===== src/rtl/vx_dcache_port_pkg.sv =====
// Shared types and helpers for the warp-wide dcache port adapter.
// Provides the sleep FSM state type, a lane popcount helper, and a
// parameter-check macro that raises an elaboration error on bad settings.
`ifndef VX_DCACHE_PORT_PKG_SV
`define VX_DCACHE_PORT_PKG_SV

`define VX_PARAM_CHECK(label, cond) \
  if (!(cond)) begin : label \
    $error("vx_dcache_port: parameter constraint violated"); \
  end

package vx_dcache_port_pkg;

  typedef enum logic [1:0] {
    RUN   = 2'd0,
    DRAIN = 2'd1,
    SLEEP = 2'd2
  } state_e;

  // Lane masks are zero-extended into a 32-bit word, so NUM_LANES <= 32.
  function automatic logic [5:0] popcount(input logic [31:0] v);
    logic [5:0] c;
    c = '0;
    for (int i = 0; i < 32; i++) begin
      c = c + {5'd0, v[i]};
    end
    return c;
  endfunction

endpackage

`endif


===== src/rtl/vx_dcache_port_fifo.sv =====
// Generic DEPTH x WIDTH synchronous FIFO; head entry visible combinationally.
// Latency: a push is visible at the head the cycle after it is written (no bypass).
// Backpressure: caller must not push when full nor pop when empty.
// Ports: clk, rst_n (async active-low), push_vld/push_dat, pop, head_dat, full, empty.
module vx_dcache_port_fifo #(
  parameter int DEPTH = 4,
  parameter int WIDTH = 8
) (
  input  logic             clk,
  input  logic             rst_n,
  input  logic             push_vld,
  input  logic [WIDTH-1:0] push_dat,
  input  logic             pop,
  output logic [WIDTH-1:0] head_dat,
  output logic             full,
  output logic             empty
);
  localparam int AW = $clog2(DEPTH);

  logic [WIDTH-1:0] mem [DEPTH];
  // One extra wrap bit distinguishes full from empty when indices match.
  logic [AW:0]      wr_ptr;
  logic [AW:0]      rd_ptr;

  assign empty    = (wr_ptr == rd_ptr);
  assign full     = (wr_ptr[AW] != rd_ptr[AW]) && (wr_ptr[AW-1:0] == rd_ptr[AW-1:0]);
  assign head_dat = mem[rd_ptr[AW-1:0]];

  always_ff @(posedge clk or negedge rst_n) begin
    if (!rst_n) begin
      wr_ptr <= '0;
      rd_ptr <= '0;
    end else begin
      if (push_vld) wr_ptr <= wr_ptr + 1'b1;
      if (pop)      rd_ptr <= rd_ptr + 1'b1;
    end
  end

  always_ff @(posedge clk) begin
    if (push_vld) mem[wr_ptr[AW-1:0]] <= push_dat;
  end

endmodule


===== src/rtl/vx_dcache_port_adapter.sv =====
// Queues warp-wide LSU requests and issues each lane to its dcache port independently.
// Latency: an accepted request drives dcache_req_valid one cycle later at the earliest.
// Backpressure: core_req_ready drops when the queue is full or while draining/sleeping;
//   lanes stall individually on dcache_req_ready and all lanes stall on the load cap.
// Ports: core_req_* (warp request in), dcache_req_* (per-lane out), dcache_rsp_* ->
//   core_rsp_* (combinational pass-through), sleep_req_i/sleep_ack_o, busy_o.
module vx_dcache_port_adapter
  import vx_dcache_port_pkg::*;
#(
  parameter int NUM_LANES       = 4,
  parameter int WORD_SIZE       = 4,
  parameter int ADDR_WIDTH      = 30,
  parameter int TAG_WIDTH       = 8,
  parameter int QUEUE_DEPTH     = 4,
  parameter int MAX_OUTSTANDING = 16
) (
  input  logic                              clk,
  input  logic                              reset,
  input  logic                              core_req_valid,
  input  logic                              core_req_rw,
  input  logic [NUM_LANES-1:0]              core_req_tmask,
  input  logic [NUM_LANES*WORD_SIZE-1:0]    core_req_byteen,
  input  logic [NUM_LANES*ADDR_WIDTH-1:0]   core_req_addr,
  input  logic [NUM_LANES*8*WORD_SIZE-1:0]  core_req_data,
  input  logic [TAG_WIDTH-1:0]              core_req_tag,
  output logic                              core_req_ready,
  output logic [NUM_LANES-1:0]              dcache_req_valid,
  output logic [NUM_LANES-1:0]              dcache_req_rw,
  output logic [NUM_LANES*WORD_SIZE-1:0]    dcache_req_byteen,
  output logic [NUM_LANES*ADDR_WIDTH-1:0]   dcache_req_addr,
  output logic [NUM_LANES*8*WORD_SIZE-1:0]  dcache_req_data,
  output logic [NUM_LANES*TAG_WIDTH-1:0]    dcache_req_tag,
  input  logic [NUM_LANES-1:0]              dcache_req_ready,
  input  logic                              dcache_rsp_valid,
  input  logic [NUM_LANES-1:0]              dcache_rsp_tmask,
  input  logic [NUM_LANES*8*WORD_SIZE-1:0]  dcache_rsp_data,
  input  logic [TAG_WIDTH-1:0]              dcache_rsp_tag,
  output logic                              dcache_rsp_ready,
  output logic                              core_rsp_valid,
  output logic [NUM_LANES-1:0]              core_rsp_tmask,
  output logic [NUM_LANES*8*WORD_SIZE-1:0]  core_rsp_data,
  output logic [TAG_WIDTH-1:0]              core_rsp_tag,
  input  logic                              core_rsp_ready,
  input  logic                              sleep_req_i,
  output logic                              sleep_ack_o,
  output logic                              busy_o
);
  localparam int BYTEEN_W = NUM_LANES * WORD_SIZE;
  localparam int ADDR_W   = NUM_LANES * ADDR_WIDTH;
  localparam int DATA_W   = NUM_LANES * 8 * WORD_SIZE;
  localparam int ENTRY_W  = 1 + NUM_LANES + BYTEEN_W + ADDR_W + DATA_W + TAG_WIDTH;
  localparam int CNT_W    = $clog2(MAX_OUTSTANDING + 1);
  // Issue only if a whole warp of loads could still fit under the cap.
  localparam logic [CNT_W-1:0] ISSUE_LIMIT = CNT_W'(MAX_OUTSTANDING - NUM_LANES);

  `VX_PARAM_CHECK(g_chk_lanes, (NUM_LANES >= 1) && (NUM_LANES <= 32))
  `VX_PARAM_CHECK(g_chk_depth, (QUEUE_DEPTH >= 2) && ((QUEUE_DEPTH & (QUEUE_DEPTH - 1)) == 0))
  `VX_PARAM_CHECK(g_chk_outst, MAX_OUTSTANDING >= NUM_LANES)

  state_e               state_q, state_d;
  logic [NUM_LANES-1:0] sent_q, sent_d;
  logic [CNT_W-1:0]     cnt_q, cnt_d, inc, dec;

  logic                 fifo_full, fifo_empty, push, pop;
  logic [ENTRY_W-1:0]   push_dat, head_dat;

  logic                 head_rw;
  logic [NUM_LANES-1:0] head_tmask;
  logic [BYTEEN_W-1:0]  head_byteen;
  logic [ADDR_W-1:0]    head_addr;
  logic [DATA_W-1:0]    head_data;
  logic [TAG_WIDTH-1:0] head_tag;

  logic                 issue_en;
  logic [NUM_LANES-1:0] lane_pend, lane_fire;
  logic [CNT_W:0]       cnt_plus_inc;

  // Empty-mask requests are acknowledged but never occupy a queue slot.
  assign push     = core_req_valid & core_req_ready & (|core_req_tmask);
  assign push_dat = {core_req_rw, core_req_tmask, core_req_byteen,
                     core_req_addr, core_req_data, core_req_tag};

  vx_dcache_port_fifo #(
    .DEPTH (QUEUE_DEPTH),
    .WIDTH (ENTRY_W)
  ) u_fifo (
    .clk      (clk),
    .rst_n    (reset),
    .push_vld (push),
    .push_dat (push_dat),
    .pop      (pop),
    .head_dat (head_dat),
    .full     (fifo_full),
    .empty    (fifo_empty)
  );

  assign {head_rw, head_tmask, head_byteen, head_addr, head_data, head_tag} = head_dat;

  assign issue_en         = (cnt_q <= ISSUE_LIMIT);
  assign lane_pend        = {NUM_LANES{~fifo_empty}} & head_tmask & ~sent_q;
  assign dcache_req_valid = lane_pend & {NUM_LANES{issue_en}};
  assign lane_fire        = dcache_req_valid & dcache_req_ready;

  assign dcache_req_rw     = {NUM_LANES{head_rw}};
  assign dcache_req_byteen = head_byteen;
  assign dcache_req_addr   = head_addr;
  assign dcache_req_data   = head_data;
  assign dcache_req_tag    = {NUM_LANES{head_tag}};

  // Head retires once every active lane has gone out, counting this cycle's fires.
  assign pop    = ~fifo_empty & (&(sent_q | lane_fire | ~head_tmask));
  assign sent_d = pop ? '0 : (sent_q | lane_fire);

  // Only loads expect a response; stores leave the counter alone.
  assign inc   = CNT_W'(popcount(32'(lane_fire & {NUM_LANES{~head_rw}})));
  assign dec   = (dcache_rsp_valid & core_rsp_ready) ? CNT_W'(popcount(32'(dcache_rsp_tmask))) : '0;
  assign cnt_d = cnt_q + inc - dec;

  assign cnt_plus_inc = {1'b0, cnt_q} + {1'b0, inc};

  assert property (@(posedge clk) disable iff (!reset) cnt_plus_inc >= {1'b0, dec})
    else $error("vx_dcache_port_adapter: outstanding load counter underflow");

  assign dcache_rsp_ready = core_rsp_ready;
  assign core_rsp_valid   = dcache_rsp_valid;
  assign core_rsp_tmask   = dcache_rsp_tmask;
  assign core_rsp_data    = dcache_rsp_data;
  assign core_rsp_tag     = dcache_rsp_tag;

  assign busy_o = ~fifo_empty | (cnt_q != '0);

  // DRAIN looks at the next counter value so the ack follows the last
  // response by exactly one cycle.
  always_comb begin
    state_d        = state_q;
    core_req_ready = 1'b0;
    sleep_ack_o    = 1'b0;
    unique case (state_q)
      RUN: begin
        core_req_ready = reset & ~fifo_full;
        if (sleep_req_i) state_d = DRAIN;
      end
      DRAIN: begin
        if (!sleep_req_i)                      state_d = RUN;
        else if (fifo_empty && cnt_d == '0)    state_d = SLEEP;
      end
      SLEEP: begin
        sleep_ack_o = 1'b1;
        if (!sleep_req_i) state_d = RUN;
      end
      default: state_d = RUN;
    endcase
  end

  always_ff @(posedge clk or negedge reset) begin
    if (!reset) begin
      state_q <= RUN;
      sent_q  <= '0;
      cnt_q   <= '0;
    end else begin
      state_q <= state_d;
      sent_q  <= sent_d;
      cnt_q   <= cnt_d;
    end
  end

endmodule


===== config.mk =====
export PLATFORM = sky130hd
export DESIGN_NAME = vx_dcache_port_adapter
export DESIGN_NICKNAME = d
export VERILOG_FILES = /design/src/rtl/vx_dcache_port_pkg.sv /design/src/rtl/vx_dcache_port_fifo.sv /design/src/rtl/vx_dcache_port_adapter.sv
export SDC_FILE = /design/constraint.sdc
export NUM_CORES = 1
export LEC_CHECK = 0
export ABC_AREA = 1
export BUFFER_PORTS_ARGS = -buffer_cell sky130_fd_sc_hd__buf_2
export CORE_MARGIN = 5
export CORE_UTILIZATION = 40
export DETAILED_ROUTE_END_ITERATION = 10
export PLACE_DENSITY_LB_ADDON = 0.08
export SETUP_SLACK_MARGIN = 0.02
export SYNTH_ARGS = -nofsm -noshare
export SYNTH_HDL_FRONTEND = slang
export SYNTH_HIERARCHICAL = 1
export SYNTH_SLANG_ARGS = --single-unit
export TNS_END_PERCENT = 100

===== constraint.sdc =====
create_clock -name clk -period 15.35 [get_ports clk]
set_input_delay 0.7675 -clock clk [delete_from_list [all_inputs] [get_ports clk]]
set_output_delay 0.7675 -clock clk [all_outputs]
set_load 0.05 [all_outputs]

* Yosys cells after proc, flatten, opt, wreduce, memory -nomap -nowiden *
Memories as Yosys holds them, arrays and structs flattened.
Cells that the tools add are included.

storage, ports and cells
  output and inout bits = 449
  memories = 1
  input bits = 427
  bits in writable memories = 1,108
  bits in registers = 17
  word-level logic and storage cells = 90

memory list
  name        depth  width  read ports  clocked after memory_dff  write ports  line                       text
  u_fifo.mem  4      277    1           0                         1            vx_dcache_port_fifo.sv:20  logic [WIDTH-1:0] mem [DEPTH];

cells by class
  bitwise logic cells = 18
  equal/unequal tests = 8
  add/subtract/negate cells = 38
  muxes and demuxes = 11
  reduce and logical (&&, ||, !) cells = 8
  $lt $le $gt $ge = 1

operators with widths
  kind                                                            count
  adder 5 x 1 -> 5 bit, second input constant                     27
  bitwise AND 4 bit                                               5
  adder 3 x 1 -> 4 bit                                            2
  2-to-1 mux 2 bit                                                4
  2-to-1 mux 4 bit                                                2
  inverter 4 bit                                                  2
  OR 4 bit                                                        2
  adder 2 x 1 -> 3 bit                                            2
  adder 3 x 1 -> 3 bit, second input constant                     2
  case mux 2 bit (3 select lines)                                 1
  adder 4 x 1 -> 5 bit, second input constant                     1
  adder 5 bit                                                     1
  bitwise AND 1 bit                                               5
  less-or-equal comparator 5 x 4 -> 1 bit, second input constant  1
  logical NOT 5 bit                                               1
  nonzero test 5 bit                                              1
  subtractor 5 x 4 -> 5 bit                                       1
  adder 1 x 1 -> 2 bit                                            2
  2-to-1 mux 1 bit                                                4
  inequality test 2 bit, second input constant                    2
  AND reduction 4 bit                                             1
  OR reduction 4 bit                                              1
  equality test 3 bit                                             1
  inequality test 3 bit, second input constant                    1
  9 further kinds                                                 12

* Depth between registers and ports, before layout *
Gate-level depths: netlist of run 1.

  depth in word-level cells = 45
  depth in mapped cells = 20
  gate-level depth less buffers = 18

* By module *
Netlist of run 1, hierarchy kept.

modules (own cells, without submodules)
  module                  times used  area an instance (sq um)  cells each  seq. area each (sq um)
  vx_dcache_port_fifo     1           43,880.8                  3,273       33,422.1
  vx_dcache_port_adapter  1           2,245.9                   287         275.3

* Least setup slack after synthesis of run 1 *
No wires, ideal clock.

  path kind = register to register
  from = register u_fifo.rd_ptr[0]
  to = memory u_fifo/mem[3][0] (netlist name), enable pin
  library setup time = 0.628 ns
  stages on the path, launching flop included = 12
  required time = 14.722 ns
  clock period less this slack = 8.162 ns
  data arrival time = 7.535 ns
  buffers on the path = 3
  path slack = 7.188 ns
  cell sequence = dfrtp_1 buf_2 buf_2 xnor2_1 nand2_1 nor2_1 nor2_1 nand2_1 nor2_1 clkbuf_1 nand2_1 inv_1

between the ends
  word-level cells in the longest chain between the ends = 9

ends and longest elaborated chain
  element                                 line                           text
  start: declaration                      vx_dcache_port_fifo.sv:23      logic [AW:0] rd_ptr;
  start signal: assignment                vx_dcache_port_fifo.sv:35      if (pop) rd_ptr <= rd_ptr + 1'b1;
  equality test 2 bit                     vx_dcache_port_fifo.sv:26      assign full = (wr_ptr[AW] != rd_ptr[AW]) && (wr_ptr[AW-1:0] == rd_ptr[AW-1:0]);
  logical AND 1 bit                       vx_dcache_port_fifo.sv:26
  named net fifo_full                     vx_dcache_port_adapter.sv:64   logic fifo_full, fifo_empty, push, pop;
  inverter 1 bit                          vx_dcache_port_adapter.sv:140  core_req_ready = reset & ~fifo_full;
  bitwise AND 1 bit                       vx_dcache_port_adapter.sv:140
  2-to-1 mux 1 bit                        vx_dcache_port_adapter.sv:138  unique case (state_q)
  named net core_req_ready                vx_dcache_port_adapter.sv:26   output logic core_req_ready,
  bitwise AND 1 bit (2 in series)         vx_dcache_port_adapter.sv:79   assign push = core_req_valid & core_req_ready & (|core_req_tmask);
  named net push                          vx_dcache_port_adapter.sv:64
  2-to-1 mux 1 bit                        vx_dcache_port_fifo.sv:40      if (push_vld) mem[wr_ptr[AW-1:0]] <= push_dat;
  2-to-1 mux 1 bit (implied by the code)  vx_dcache_port_fifo.sv:40
  end: declaration                        vx_dcache_port_fifo.sv:20

The timed path passes the listed nets, and every way through them passes these cells.

* Worst setup path in the final report of run 1 *
  from = register u_fifo.rd_ptr[0]
  to = output port dcache_req_data[111]

between the ends
  word-level cells in the longest chain between the ends = 1

ends and longest elaborated chain
  element                    line                          text
  memory read (4 x 277 bit)  n/a
  end: declaration           vx_dcache_port_adapter.sv:31  output logic [NUM_LANES*8*WORD_SIZE-1:0] dcache_req_data,

No other way between the ends.

==> results of run 1 <==
state kept, by name, indices dropped and copies added (netlist names):
name           flops
u_fifo/wr_ptr      3
state_q            2
u_fifo/mem      1108
cnt_q              5
sent_q             4
u_fifo/rd_ptr      3
cells by family after synthesis:
group	count (synthesis)	synth area share [%]
AOI/OAI and AO/OA	560	9.082
xor gates and xnor gates	10	0.1899
adders and majority gates	21	0.6347
buffers and inverters	943	9.499
DFF	1125	73.05
and+or+nand+nor	901	7.541
routing by layer:
| layer | global-route usage (%) | part of all wire (%) | vias to the layer above |
|---|---|---|---|
| li1 | - | - | 13010 |
| met1 | 22.03 | 41 | 12700 |
| met2 | 28.69 | 46 | 706 |
| met3 | 7.177 | 9.2 | 253 |
| met4 | 6.098 | 3.4 | 40 |
| met5 | 0.4236 | 0.27 | - |
cells in the final DEF (no fill, tap or decap), types with 3 or more instances in the layout:
cell type   Yosys  routed
buf_12          0       6
clkbuf_16       0     120
clkinv_1        0      28
nor3_1          4       4
clkbuf_1       25      25
nand2_1       857     857
buf_4         172      18
nor2_1         12      12
nand4_1         4       4
ha_1           17      17
nor4_2          3       3
dfrtp_1        17      15
xnor2_1         5       5
edfxtp_1     1108    1108
xor2_1          5       5
inv_8           0       5
inv_6           0       4
clkinv_2        1      26
bufinv_16       0       9
diode_2         0      27
nand3_1        11      11
buf_2         150     603
inv_1         586     582
clkinvlp_4      0       3
o21ai_0         3       3
fa_1            4       4
o211ai_1      554     554
layout make-up:
type                       count  area [µm²]
fill                       10370       61510
sequential                  1125       33700
multi-input combinational   1492        8048
timing repair buffer         628        3283
clock buffer                 147        3124
inverter                     588        2246
tap                         1512        1892
clock inverter                73       625.6
antenna                       27       67.56
worst min-delay path by stage:
stage	startpoint	end	slack, ns	cells past startpoint
after CTS	core_req_data[9]	u_fifo/mem[0][17]	0.21	1
final	core_req_data[38]	u_fifo/mem[2][46]	0.28	1
after floorplan	reset	cnt_q[0]	0.47	0
after detailed placement	u_fifo/wr_ptr[2]	u_fifo/wr_ptr[2]	0.49	1
after global routing	core_req_data[9]	u_fifo/mem[0][17]	0.22	1
after global placement	u_fifo/wr_ptr[2]	u_fifo/wr_ptr[2]	0.50	1
synthesized netlist by cell type (5+ instances only):
cell type / instances / area share, %
edfxtp_1: 1108 / 72
nand2_1: 857 / 7.0
inv_1: 586 / 4.8
o211ai_1: 554 / 9.0
buf_4: 172 / 2.8
buf_2: 150 / 1.6
clkbuf_1: 25 / 0.20
dfrtp_1: 17 / 0.92
ha_1: 17 / 0.46
nor2_1: 12 / 0.098
nand3_1: 11 / 0.12
buf_1: 7 / 0.057
xnor2_1: 5 / 0.095
xor2_1: 5 / 0.095
power breakdown:
part	leakage, nW	internal [mW]	switching, mW	total [mW]
Sequential	10.2	3.59	0.101	3.69
Combinational	8.86	1.01	3.86	4.87
Clock	1.84	1.59	1.16	2.75
per-stage QoR:
stage	util (%)	power (mW)
floorplan	-	7.624
global placement	42.94	8.696
detailed placement	42.94	8.710
CTS	46.22	11.49
global route	46.24	11.92
finish	46.28	11.30
critical path, stage by stage, from the launching register on:
cell and delay [ns]:
dfrtp_4 0.98, buf_4 0.92, buf_12 0.59, buf_4 0.92, buf_12 0.66, o211ai_1 0.19
nand2_1 0.15, buf_2 0.27
==> run summary, run 1 <==
# IOs: 876
Final Cycle Share: 44.31%
Hold WC Path Type: input port to flop
ys async rst share: 1.511%
Setup WS pre-CTS: 9.303 ns
initial core utilization: 40.29%
setup bufs post-CTS: 0
syn avg cell area: 12.96 µm²
Hold Slack: 0.2792 ns
Critical R2R Launch: u_fifo/rd_ptr[1]
cell row count: 124
status: finished, final reports clean
Pre-Repair DR Iteration Count: 5
layout cells sized above 1: 19.99%
crit end category: output port
DPL Wire Length: 67890 µm
RSZ-0062 raised after global routing: no
Fmax: 147.0 MHz
pwr/cell area: 213.3 nW/µm²
TritonCTS Buffers: 120
clk_skew: 0.02665 ns
Crit Path Class: flop to output port
Max-slew headroom: 22.55%
Seq/Total Area, Yosys: 73.05%
Max-cap violations: 0
TritonCTS clock tree: yes
nets: 4403
Setup-failing EPs final: 0
number of flops mapped to enable cells by yosys: 1108
maximum fanout along the worst path: 242
Yosys cell types: 33
# placed instances: 5344
Synth Warn #: 6
die height: 349.6 µm
Critical Path End: dcache_req_data[111]
startpoint types: flop
Post-Syn Instances: 3560
maximum VDD drop: 203.8 µV
Main synth FF type: edfxtp_1
Critical Path RT: 14.58 ns
LEAKAGE: 20.90 nW
Global Route Usage Sum: 17.84%
Post-Route Setup TNS: 0 ns
FF+latch count, synth: 1125
placer congestion estimate: 0.7635
drc violations: 0
Worst EP arrival: 6.03 ns
clk buf depth: 3
total number of H-tree levels: 3
R2R depth: 16
Final ANT Viol Nets: 0
GRT overflow: 0
post-layout minimum cycle time: 6.801 ns
clock slew at reported path FFs: 0.06 ns
Area growth syn-to-layout: 14.88%
PortBufs: 603
Final Hold Viols: 0
antenna violations before repair: 59
Root Driver: clkbuf_16
CP startpoint: u_fifo/rd_ptr[0]
Mapped Area: 46130 µm²
vias in the first global route: 25900
die area: 122200 µm²
Critical R2R Capture: state_q[0]
max-slew violations: 0
reg2reg setup slack: 10.25 ns
clock sinks: 1125
Avg Vias per Cell: 4.777
Layout Cells excl Fill: 5592
final setup margin: 8.549 ns
Worst-Margin Slew: 1.162 ns
hold buffers post-CTS: 1
largest net degree at the start of global routing: 249
Core ar.: 114500 µm²
syn_nets: 4008
detailed-route via count: 26710
placed cell areas: 49160 µm²
post_cts resized: 0
DRT iter0 DRCs: 1388
first-pass GRT wire length: 165800 µm
Die W: 349.6 µm
clk_lat worst skew: 0.70 ns
post-route cell area: 52990 µm²
drt wl/cell: 20.03 µm
aggregate routed wire length: 112000 µm
No activity file was read; power rests on OpenSTA's default activity.
==> run 2, diff against run 1 <==
==> constraint.sdc (replaced) <==
create_clock -name clk -period 6.2 [get_ports clk]
set_input_delay 0.31 -clock clk [delete_from_list [all_inputs] [get_ports clk]]
set_output_delay 0.31 -clock clk [all_outputs]
set_load 0.05 [all_outputs]
==> run summary, run 2 (synthesis results as in run 1) <==
status: finished, final reports clean
placed cell areas: 49360 µm²
vias in the first global route: 27080
clk_skew: 0.02108 ns
RSZ-0062 raised after global routing: no
Critical Path RT: 5.89 ns
cell row count: 124
Hold WC Path Type: input port to flop
drc violations: 0
nets: 4701
clk_lat worst skew: 0.70 ns
Worst-Margin Slew: 1.175 ns
# IOs: 876
clock slew at reported path FFs: 0.06 ns
Pre-Repair DR Iteration Count: 4
largest net degree at the start of global routing: 207
slowest CP cell: dfrtp_4
die area: 122200 µm²
Setup-failing EPs final: 0
GRT overflow: 0
Global Route Usage Sum: 17.89%
max FFs per register: 1108
Worst EP arrival: 4.63 ns
PortBufs: 603
drt wl/cell: 19.23 µm
antenna violations before repair: 16
most frequent cell on the critical path: buf_4
Post-Route Setup TNS: 0 ns
Max-slew headroom: 21.64%
total number of H-tree levels: 3
post-layout minimum cycle time: 4.943 ns
CP peak stage delay: 0.91 ns
Crit Path Class: flop to output port
maximum fanout along the worst path: 206
first-pass GRT wire length: 167900 µm
placer congestion estimate: 0.7662
max-slew violations: 0
DRT iter0 DRCs: 1411
layout cells sized above 1: 18.64%
post-route cell area: 55850 µm²
TritonCTS Buffers: 120
Total Power: 28.00 mW
crit end category: output port
Core ar.: 114500 µm²
Die W: 349.6 µm
die height: 349.6 µm
maximum VDD drop: 434.4 µV
worst-path cell chain: buf_12 -> buf_4 -> buf_4 -> o211ai_1 -> nand2_1 -> buf_2
highest-count cells in the layout ignoring fill and taps: 1108 x edfxtp_1, 857 x nand2_1, 603 x buf_2
Final Hold Viols: 0
aggregate routed wire length: 112900 µm
Area growth syn-to-layout: 21.07%
Max-cap violations: 0
Avg Vias per Cell: 4.724
most common cell after layout, fill and taps aside: edfxtp_1
final setup margin: 1.257 ns
Root Driver: clkbuf_16
detailed-route via count: 27740
clock sinks: 1125
Setup WS pre-CTS: 1.366 ns
Final ANT Viol Nets: 0
TritonCTS clock tree: yes
Final Cycle Share: 79.72%
clk buf depth: 3
startpoint types: flop
Filler cells: 10180
LEAKAGE: 22.08 nW
post_cts resized: 0
DPL Wire Length: 69620 µm
Fmax: 202.3 MHz
pwr/cell area: 501.4 nW/µm²
initial core utilization: 40.29%
run 2: layout make-up:
type | count | area [µm²] | share of cell area, %
diodes | 9 | 22.52 | 0.04033
well taps | 1512 | 1892 | 3.387
repair buffers | 926 | 6314 | 11.31
multi-input cells | 1492 | 8050 | 14.41
inverters | 588 | 2231 | 3.995
clock buffers | 156 | 3201 | 5.731
flip-flops and latches | 1125 | 33700 | 60.35
clock inverters | 64 | 432.9 | 0.7752
run 2: path summary, 6_finish.rpt:
| kind | from | to | slack, ns | cells past startpoint |
|---|---|---|---|---|
| max in group asynchronous | reset | u_fifo/rd_ptr[0] | 5.72 | 2 |
| min | core_req_valid | u_fifo/wr_ptr[1] | 0.12 | 5 |
| max | u_fifo/rd_ptr[0] | dcache_req_data[112] | 1.26 | 6 |
| min in group asynchronous | reset | u_fifo/rd_ptr[1] | 0.13 | 2 |
| max reg2reg | u_fifo/rd_ptr[1] | state_q[0] | 1.50 | 16 |
| min reg2reg | u_fifo/wr_ptr[2] | u_fifo/wr_ptr[2] | 0.50 | 1 |
run 2: report_power, final:
part / switching, mW / internal, mW
combinational: 9.65 / 2.63
sequential: 0.224 / 8.88
clock: 2.84 / 3.77
total: 12.7 / 15.3
run 2: through the flow:
| stage | utilization, % | instances | hold slack, ns |
|---|---|---|---|
| 2_1_floorplan | - | 3560 | 0.01441 |
| 3_3_place_gp | 43.11 | 5360 | 0.2893 |
| 3_5_place_dp | 43.11 | 5360 | 0.2887 |
| 4_1_cts | 48.76 | 5863 | 0.05950 |
| 5_1_grt | 48.77 | 5868 | 0.1322 |
| 6_report | 48.78 | 5872 | 0.1239 |
run 2: routing by layer:
layer | GRT usage (%) | vias up | wire, µm
li1 | - | 13580 | -
met1 | 22.16 | 13240 | 46270
met2 | 30.15 | 717 | 54470
met3 | 5.599 | 186 | 9016
met4 | 5.590 | 16 | 3007
met5 | 0.5006 | - | 177
run 2: what timing repair did:
| action | in CTS | in global routing |
|---|---|---|
| hold buffers | 283 | 0 |
| buffers inserted | 0 | 0 |
| endpoints found under the hold margin | 1131 | 0 |
run 2: critical path, delay by kind of cell, from the launching register on:
| kind | cells | cell delay [ns] |
|---|---|---|
| AND/OR/NAND/NOR | 1 | 0.18 |
| flip-flops | 1 | 0.91 |
| AO/OA/AOI/OAI | 1 | 0.20 |
| buffers and inverters | 4 | 2.48 |
